==> src/rtl/arbitro_barramento_snoop.sv <==
// Round-robin arbiter and sequencer for the shared snooping bus.
// Broadcasts the granted CPU's word and, for read misses, relays one snoop reply or a default reply.
module arbitro_barramento_snoop #(
    parameter int unsigned NUM_CPU       = 3,
    parameter int unsigned BUS_W         = 11,
    parameter int unsigned SNOOP_TIMEOUT = 4
) (
    input  logic                       clock,
    input  logic                       reset,
    input  logic [NUM_CPU-1:0]         req,
    input  logic [NUM_CPU*BUS_W-1:0]   msg_in,
    input  logic [NUM_CPU-1:0]         snoop_valid,
    output logic [NUM_CPU-1:0]         grant,
    output logic [BUS_W-1:0]           bus_out,
    output logic                       bus_valid,
    output logic                       busy
);
    localparam int unsigned ID_W  = 2;
    localparam int unsigned CNT_W = $clog2(SNOOP_TIMEOUT + 1);
    localparam logic [1:0]  OP_READ_MISS = 2'b00;
    localparam logic [1:0]  OP_EMPTY     = 2'b11;

    typedef enum logic [2:0] {IDLE, GRANT, BCAST, SNOOP, RESP, DONE} state_t;

    state_t             state;
    logic [ID_W-1:0]    last_grant;
    logic [ID_W-1:0]    granted_id;
    logic [BUS_W-1:0]   cmd_reg;
    logic [BUS_W-1:0]   rsp_reg;
    logic [CNT_W-1:0]   counter;

    logic [BUS_W-1:0]   words [NUM_CPU];
    logic [BUS_W-1:0]   sel_word;
    logic [BUS_W-1:0]   hit_word;
    logic               snoop_hit;
    logic [NUM_CPU-1:0] rr_onehot;
    logic [ID_W-1:0]    rr_id;
    logic               rr_found;
    int unsigned        idx;

    always_comb begin
        for (int unsigned i = 0; i < NUM_CPU; i++) begin
            words[i] = msg_in[i*BUS_W +: BUS_W];
        end
    end

    // Search starts just after the last granted CPU and wraps around.
    always_comb begin
        rr_found  = 1'b0;
        rr_id     = '0;
        rr_onehot = '0;
        idx       = 0;
        for (int unsigned off = 1; off <= NUM_CPU; off++) begin
            idx = 32'(last_grant) + off;
            if (idx >= NUM_CPU) idx = idx - NUM_CPU;
            if (!rr_found && req[idx]) begin
                rr_found       = 1'b1;
                rr_id          = ID_W'(idx);
                rr_onehot[idx] = 1'b1;
            end
        end
    end

    always_comb begin
        sel_word  = '0;
        hit_word  = '0;
        snoop_hit = 1'b0;
        for (int unsigned i = 0; i < NUM_CPU; i++) begin
            if (ID_W'(i) == granted_id) sel_word = words[i];
            if (!snoop_hit && snoop_valid[i] && (ID_W'(i) != granted_id) &&
                words[i][10] && (words[i][5:4] == OP_EMPTY)) begin
                snoop_hit = 1'b1;
                hit_word  = words[i];
            end
        end
    end

    always_ff @(posedge clock or posedge reset) begin
        if (reset) begin
            state      <= IDLE;
            grant      <= '0;
            bus_out    <= '0;
            bus_valid  <= 1'b0;
            busy       <= 1'b0;
            last_grant <= ID_W'(NUM_CPU - 1);
            granted_id <= '0;
            cmd_reg    <= '0;
            rsp_reg    <= '0;
            counter    <= '0;
        end else begin
            case (state)
                IDLE: begin
                    if (rr_found) begin
                        grant      <= rr_onehot;
                        granted_id <= rr_id;
                        busy       <= 1'b1;
                        state      <= GRANT;
                    end
                end
                GRANT: begin
                    cmd_reg      <= sel_word;
                    cmd_reg[9:8] <= granted_id;
                    state        <= BCAST;
                end
                BCAST: begin
                    bus_out   <= cmd_reg;
                    bus_valid <= 1'b1;
                    counter   <= '0;
                    state     <= (cmd_reg[5:4] == OP_READ_MISS) ? SNOOP : DONE;
                end
                SNOOP: begin
                    bus_valid <= 1'b0;
                    // A real reply wins even on the cycle the timeout expires.
                    if (snoop_hit) begin
                        rsp_reg      <= hit_word;
                        rsp_reg[9:8] <= granted_id;
                        state        <= RESP;
                    end else if (counter == CNT_W'(SNOOP_TIMEOUT - 1)) begin
                        rsp_reg <= {1'b0, granted_id, 2'b00, OP_EMPTY, cmd_reg[3], 3'b000};
                        state   <= RESP;
                    end else begin
                        counter <= counter + 1'b1;
                    end
                end
                RESP: begin
                    bus_out   <= rsp_reg;
                    bus_valid <= 1'b1;
                    state     <= DONE;
                end
                DONE: begin
                    grant      <= '0;
                    bus_out    <= '0;
                    bus_valid  <= 1'b0;
                    busy       <= 1'b0;
                    last_grant <= granted_id;
                    state      <= IDLE;
                end
                default: state <= IDLE;
            endcase
        end
    end
endmodule

==> config.mk <==
export PLATFORM = sky130hd
export DESIGN_NAME = arbitro_barramento_snoop
export DESIGN_NICKNAME = d
export VERILOG_FILES = /design/src/rtl/arbitro_barramento_snoop.sv
export SDC_FILE = /design/constraint.sdc
export NUM_CORES = 1
export LEC_CHECK = 0
export ABC_AREA = 1
export BUFFER_PORTS_ARGS = -buffer_cell sky130_fd_sc_hd__clkbuf_2
export CORE_MARGIN = 1.5
export CORE_UTILIZATION = 55
export CTS_CLUSTER_DIAMETER = 60
export CTS_CLUSTER_SIZE = 40
export DETAILED_ROUTE_END_ITERATION = 7
export MAX_ROUTING_LAYER = met4
export PLACE_DENSITY = 0.79
export SYNTH_ARGS = -nofsm -noshare
export SYNTH_HDL_FRONTEND = slang
export SYNTH_SLANG_ARGS = --single-unit
==> constraint.sdc <==
create_clock -name clock -period 3.82 [get_ports clock]
set_input_delay 0.573 -clock clock [delete_from_list [all_inputs] [get_ports clock]]
set_output_delay 0.573 -clock clock [all_outputs]
set_load 0.005 [all_outputs]
==> flow_metrics.tcl, run 1 <==
set metrics [dict create \
    gr-usage-met3 0.0407 \
    fmax_mhz 467 \
    synth_cell_types 31 \
    regArea_sq_um 1200 \
    cts_hold_buf 0 \
    clk_pin_slew_ns 0.08 \
    rr_worst_depth 11 \
    syn_area_per_cell_sq_um 7.16 \
    finalHoldViolCount 0 \
    yosys.area.top_type "dfrtp_1" \
    gr-max-usage-layer "met2" \
    clockBufferDepth 2 \
    finalSetupTns_ns 0 \
    finalCriticalPeriod_ns 2.14 \
    drc 0 \
    dr.pass1.iters 6 \
    fillers 502 \
    whs_endpoint "rsp_reg[4]" \
    yosysSeqAreaShare 0.410 \
    whs_path_depth 2 \
    place_ws_ns 1.70 \
    hold_path.class "reg2reg" \
    syn-instance-count 410 \
    ctsResizeCount 0 \
    synth_edf_count 0 \
    vdd_drop_max_uv 267 \
    drv_cap 0 \
    die_h_microns 76.0 \
    grt_use_met1 0.333 \
    yosysMostFrequentCell "nand2_1" \
    totalPowerFinal_mw 2.39 \
    root_buffer "clkbuf_8" \
    cts_made_buffers 5 \
    grt_pass1_wl_microns 11500 \
    worstSkewPairLatency_ns 0.30 \
    gp_congestion 0.870 \
    crit_required_ns 4.01 \
    r2r-end "granted_id[1]" \
    synthTopCellsByCount "nand2_1, nand3_1, dfrtp_1" \
    multi_input_area_sq_um 1440 \
    post_cts_buffers 0 \
    yosysWarningCount 0 \
    r2r_start "last_grant[1]" \
    hold_start "rsp_reg[4]" \
    nets 502 \
    power_leakage_nw 1.82 \
    drive_gt1_frac 0.205 \
    postSynth.asyncResetShare 1.00 \
    worstMarginPinSlew_ns 0.962 \
    met2_usage 0.383 \
    io_pins 57 \
    avgViaCountPerCell 5.33 \
    maxSlewViolCount 0 \
    synth_top_cell_area_share 0.401 \
    grt_overflow 0 \
    relSlewSlack 0.358 \
    path_max_fanout 8 \
    finalWorstSetupSlack_ns 1.68 \
    cts_tree "yes" \
    die_x_microns 76.0 \
    critical_path_class "reg2reg" \
    status "finished clean" \
    grt_max_degree 49 \
    htree_num_levels 2 \
    synth_area_sq_um 2930 \
    arrival_ns 2.33 \
    critPathCaptureType "register" \
    critPathLaunchType "register" \
    reg2reg_slack_ns 1.68 \
    wl_per_cell_microns 12.6 \
    powerDensity_nw_per_um2 730 \
    syn_to_final_growth_pct 11.5 \
    antenna_cells 0 \
    antenna_found_initial 0 \
    placementRows 26 \
    ant_nets 0 \
    synth.area.top_cells "dfrtp_1, nand2_1, nand3_1" \
    initialDrtViolationCount 235 \
    vias 2792 \
    clock_skew_ns 0.00882 \
    synthFlopType "dfrtp_1" \
    initial_utilization 0.571 \
    core_sq_um 5140 \
    timing.final.crit_share 0.560 \
    dieArea_sq_um 5780 \
    grt.total_usage 0.247 \
    cts_sinks 48 \
    grt_pass1_vias 2624 \
    grt_setup_unrepaired "no" \
    setup_viol 0 \
    portBuffers 50 \
    hpwl_microns 4980 \
    syn-num-nets 458 \
    wirelength_microns 6600 \
    ys_seq_elements 48 \
]
## report_power, final
group          internal, mW  switching, mW  total, mW
sequential            0.715          0.138      0.853
combinational         0.420          0.832       1.25
clock                 0.125          0.158      0.283
total                  1.26           1.13       2.39
## cell usage in the layout, fill, tap and decap left out, types with 2 or more instances in the layout
| cell | count |
|---|---|
| o21ai_1 | 3 |
| nand3_1 | 66 |
| nand3_2 | 2 |
| inv_1 | 39 |
| nand2_4 | 5 |
| dfrtp_1 | 47 |
| clkbuf_8 | 5 |
| o22ai_1 | 3 |
| inv_2 | 13 |
| nand2_1 | 140 |
| nor2_1 | 25 |
| nor2_2 | 3 |
| ha_1 | 7 |
| o21ai_0 | 18 |
| a32oi_1 | 5 |
| o21ai_2 | 2 |
| nand2_2 | 3 |
| nor2_4 | 4 |
| a21oi_1 | 3 |
| clkbuf_2 | 50 |
## worst max-delay path by stage
stage / startpoint / to / slack, ns / cells past startpoint
2_1_floorplan: last_grant[1] / grant[2] / 1.97 / 13
3_3_place_gp: last_grant[1] / granted_id[1] / 1.73 / 11
3_5_place_dp: last_grant[1] / granted_id[0] / 1.70 / 11
4_1_cts: last_grant[1] / grant[2] / 1.68 / 11
5_1_grt: state[0] / bus_out[4] / 1.47 / 7
6_report: last_grant[1] / granted_id[1] / 1.68 / 11
## logic make-up (layout without fill, tap and decap cells)
logic type,count (synthesis),after routing,share of synthesized area
buffers and inverters,68,112,0.101
AOI/OAI and AO/OA,37,37,0.0759
DFF,48,48,0.410
and+or+nand+nor,250,250,0.383
adders and majority gates,7,7,0.0298
## worst max-delay path, cell delays in order (launching register included)
cell and delay, ns:
dfstp_2 0.57, inv_1 0.08, ha_1 0.43, nor2_1 0.10, nor2_1 0.15, nand2_1 0.06, nand2_1 0.10, nand3_1 0.15
nand2_2 0.19, inv_2 0.08, nand2_1 0.07, nand2_1 0.05
## per-stage QoR
| step | instance area, sq um | util | cells | hold slack [ns] |
|---|---|---|---|---|
| floorplan | 2930 | - | 410 | 0.421 |
| global placement | 3190 | 0.621 | 517 | 0.434 |
| detailed placement | 3190 | 0.621 | 517 | 0.443 |
| CTS | 3270 | 0.636 | 524 | 0.463 |
| global route | 3270 | 0.636 | 524 | 0.507 |
| finish | 3270 | 0.636 | 524 | 0.462 |
## cell type report
cell class | count | share of cell area
Clock inverter | 1 | 0.00153
Clock buffer | 6 | 0.0222
Sequential cell | 48 | 0.368
Inverter | 54 | 0.0643
Multi-Input combinational cell | 294 | 0.439
Timing Repair Buffer | 51 | 0.0788
Tap cell | 70 | 0.0268
## layer usage
layer | share of wire | vias up
li1 | - | 1394
met1 | 0.47 | 1268
met2 | 0.46 | 118
met3 | 0.061 | 12
met4 | 0.017 | 0
met5 | 0 | -
Power figures use the tool's default switching activity.
==> run 2: changes to the inputs <==
clock period = 2.1 ns   (was 3.82 ns; I/O delays follow)
==> run 2 against run 1 <==
Compared with the run above: highest routed layer unchanged; die area did not move; hold slack worse by 0.32 ns; critical path depth up 1; routed wire length down 0.44%; count of clock-buffer cells in the layout is 1 higher; global-route usage up 1.3 points; sequential share of layout area decreased by 1.4 points; via count decreased by 0.36%.
==> flow_metrics.tcl, run 2 (synthesis results as in run 1) <==
set metrics [dict create \
    vias 2782 \
    fmax_mhz 528 \
    wl_per_cell_microns 12.3 \
    die_h_microns 76.0 \
    grt_pass1_vias 2632 \
    critPathLaunchType "register" \
    drc 0 \
    antenna_found_initial 0 \
    grt.total_usage 0.260 \
    drive_gt1_frac 0.232 \
    finalWorstSetupSlack_ns 0.205 \
    final_common_cell "nand2_1" \
    powerDensity_nw_per_um2 1380 \
    io_pins 57 \
    dieArea_sq_um 5780 \
    fin_util 0.662 \
    arrival_ns 2.13 \
    htree_num_levels 2 \
    finalSetupTns_ns 0 \
    gp_congestion 0.867 \
    clock_skew_ns 0.00525 \
    place_area_sq_um 3240 \
    die_x_microns 76.0 \
    wirelength_microns 6570 \
    finalCriticalPeriod_ns 1.90 \
    grt_overflow 0 \
    cp_cell_sequence "inv_1 > ha_4 > inv_2 > nand2_1 > nand3_1 > nand2_2 > nand2_1 > nor2_2 > nand2_1 > nand2_1 > nand2_1 > nand2_1" \
    grt_setup_unrepaired "no" \
    postLayoutCellArea_sq_um 3400 \
    cpMaxStageDelayCell "dfstp_2" \
    fillers 468 \
    finalHoldViolCount 0 \
    critPathCaptureType "register" \
    core_sq_um 5140 \
    regArea_sq_um 1200 \
    final_cell_mix "nand2_1, nand3_1, clkbuf_2" \
    setup_viol 0 \
    drv_cap 0 \
    multi_input_area_sq_um 1470 \
    root_buffer "clkbuf_8" \
    layoutNonFillerInstCount 532 \
    r2r-end "grant[2]" \
    worstSkewPairLatency_ns 0.29 \
    cts_hold_buf 0 \
    cp_num_buf_inv 2 \
    clk_pin_slew_ns 0.08 \
    timing.final.crit_share 0.902 \
    ant_nets 0 \
    initialDrtViolationCount 191 \
    cts_tree "yes" \
    crit_required_ns 2.33 \
    power_leakage_nw 1.89 \
    dr.pass1.iters 5 \
    cp_top_family "simple AND/OR/NAND/NOR gates" \
    avgViaCountPerCell 5.23 \
    clockBufferDepth 2 \
    place_ws_ns -0.0110 \
    relSlewSlack 0.474 \
    crit_top_cell "nand2_1" \
    cts_sinks 48 \
    reg2reg_slack_ns 0.20 \
    syn_to_final_growth_pct 15.9 \
    portBuffers 50 \
    maxSlewViolCount 0 \
    hold_path.class "in2async" \
    vdd_drop_max_uv 634 \
    placementRows 26 \
    antenna_cells 0 \
    rr_worst_depth 12 \
    nets 509 \
    path_max_fanout 8 \
    hpwl_microns 4970 \
    r2r_start "last_grant[1]" \
    grt_max_degree 39 \
    critical_path_class "reg2reg" \
    dp_cells 523 \
    worstMarginPinSlew_ns 0.788 \
    cts_made_buffers 5 \
    status "finished clean" \
    initial_utilization 0.571 \
    grt_pass1_wl_microns 11900 \
    crit_path_max_incr_delay_ns 0.56 \
]
-- run 2: cell count changes in the layout (fill, tap and decap cells not counted), sizes merged --
cell | previous run | this run
buf | 1 | 8
bufinv | 0 | 1
clkbuf | 56 | 57
clkinv | 1 | 0
-- run 2: cell type report --
cell class,count,share of cell area
Clock buffer,7,0.0283
Clock inverter,1,0.00883
Inverter,54,0.0618
Multi-Input combinational cell,294,0.431
Sequential cell,48,0.353
Tap cell,70,0.0257
Timing Repair Buffer,58,0.0912
-- run 2: what timing repair did --
item / CTS / global route
hold endpoints to repair: 0 / 0
resized for setup: 2 / 5
setup buffers: 0 / 1
setup endpoints to repair: 5 / 6
pin swaps: 1 / 2
-- run 2: routing by layer --
layer  vias to the layer above  global-route usage  share of wire
met5                         -                   -              0
met4                         0              0.0537          0.011
met3                         7              0.0395          0.059
met2                       106               0.407           0.45
met1                      1266               0.362           0.48
li1                       1403                   -              -
-- run 2: where the power goes --
part	leakage [nW]	switching [mW]	internal, mW	total [mW]
registers	0.598	0.228	1.30	1.53
logic	1.22	1.59	0.859	2.45
clock network	0.0645	0.291	0.420	0.711
-- run 2: worst reg2reg max path, stage by stage (launching register included) --
cell	delay (ns)
dfstp_2	0.56
inv_1	0.09
ha_4	0.32
inv_2	0.07
nand2_1	0.06
nand3_1	0.08
nand2_2	0.12
nand2_1	0.07
nor2_2	0.19
nand2_1	0.08
nand2_1	0.08
nand2_1	0.06
nand2_1	0.06
-- run 2: how the worst max path moves through the flow --
| stage | start | end | slack, ns | depth (start not counted) |
|---|---|---|---|---|
| after floorplan | last_grant[1] | grant[2] | 0.25 | 13 |
| after global placement | last_grant[1] | granted_id[0] | 0.07 | 11 |
| after detailed placement | last_grant[1] | grant[2] | -0.01 | 11 |
| after CTS | last_grant[1] | grant[2] | 0.08 | 11 |
| after global routing | last_grant[1] | grant[2] | 0.004 | 12 |
| final | last_grant[1] | grant[2] | 0.20 | 12 |
-- run 2: metrics by stage --
step / power [mW] / hold WS (ns)
detailed placement: 3.88 / 0.440
finish: 4.69 / 0.144
CTS: 4.63 / 0.173
global placement: 3.80 / 0.442
floorplan: 3.31 / 0.421
global route: 5.15 / 0.208
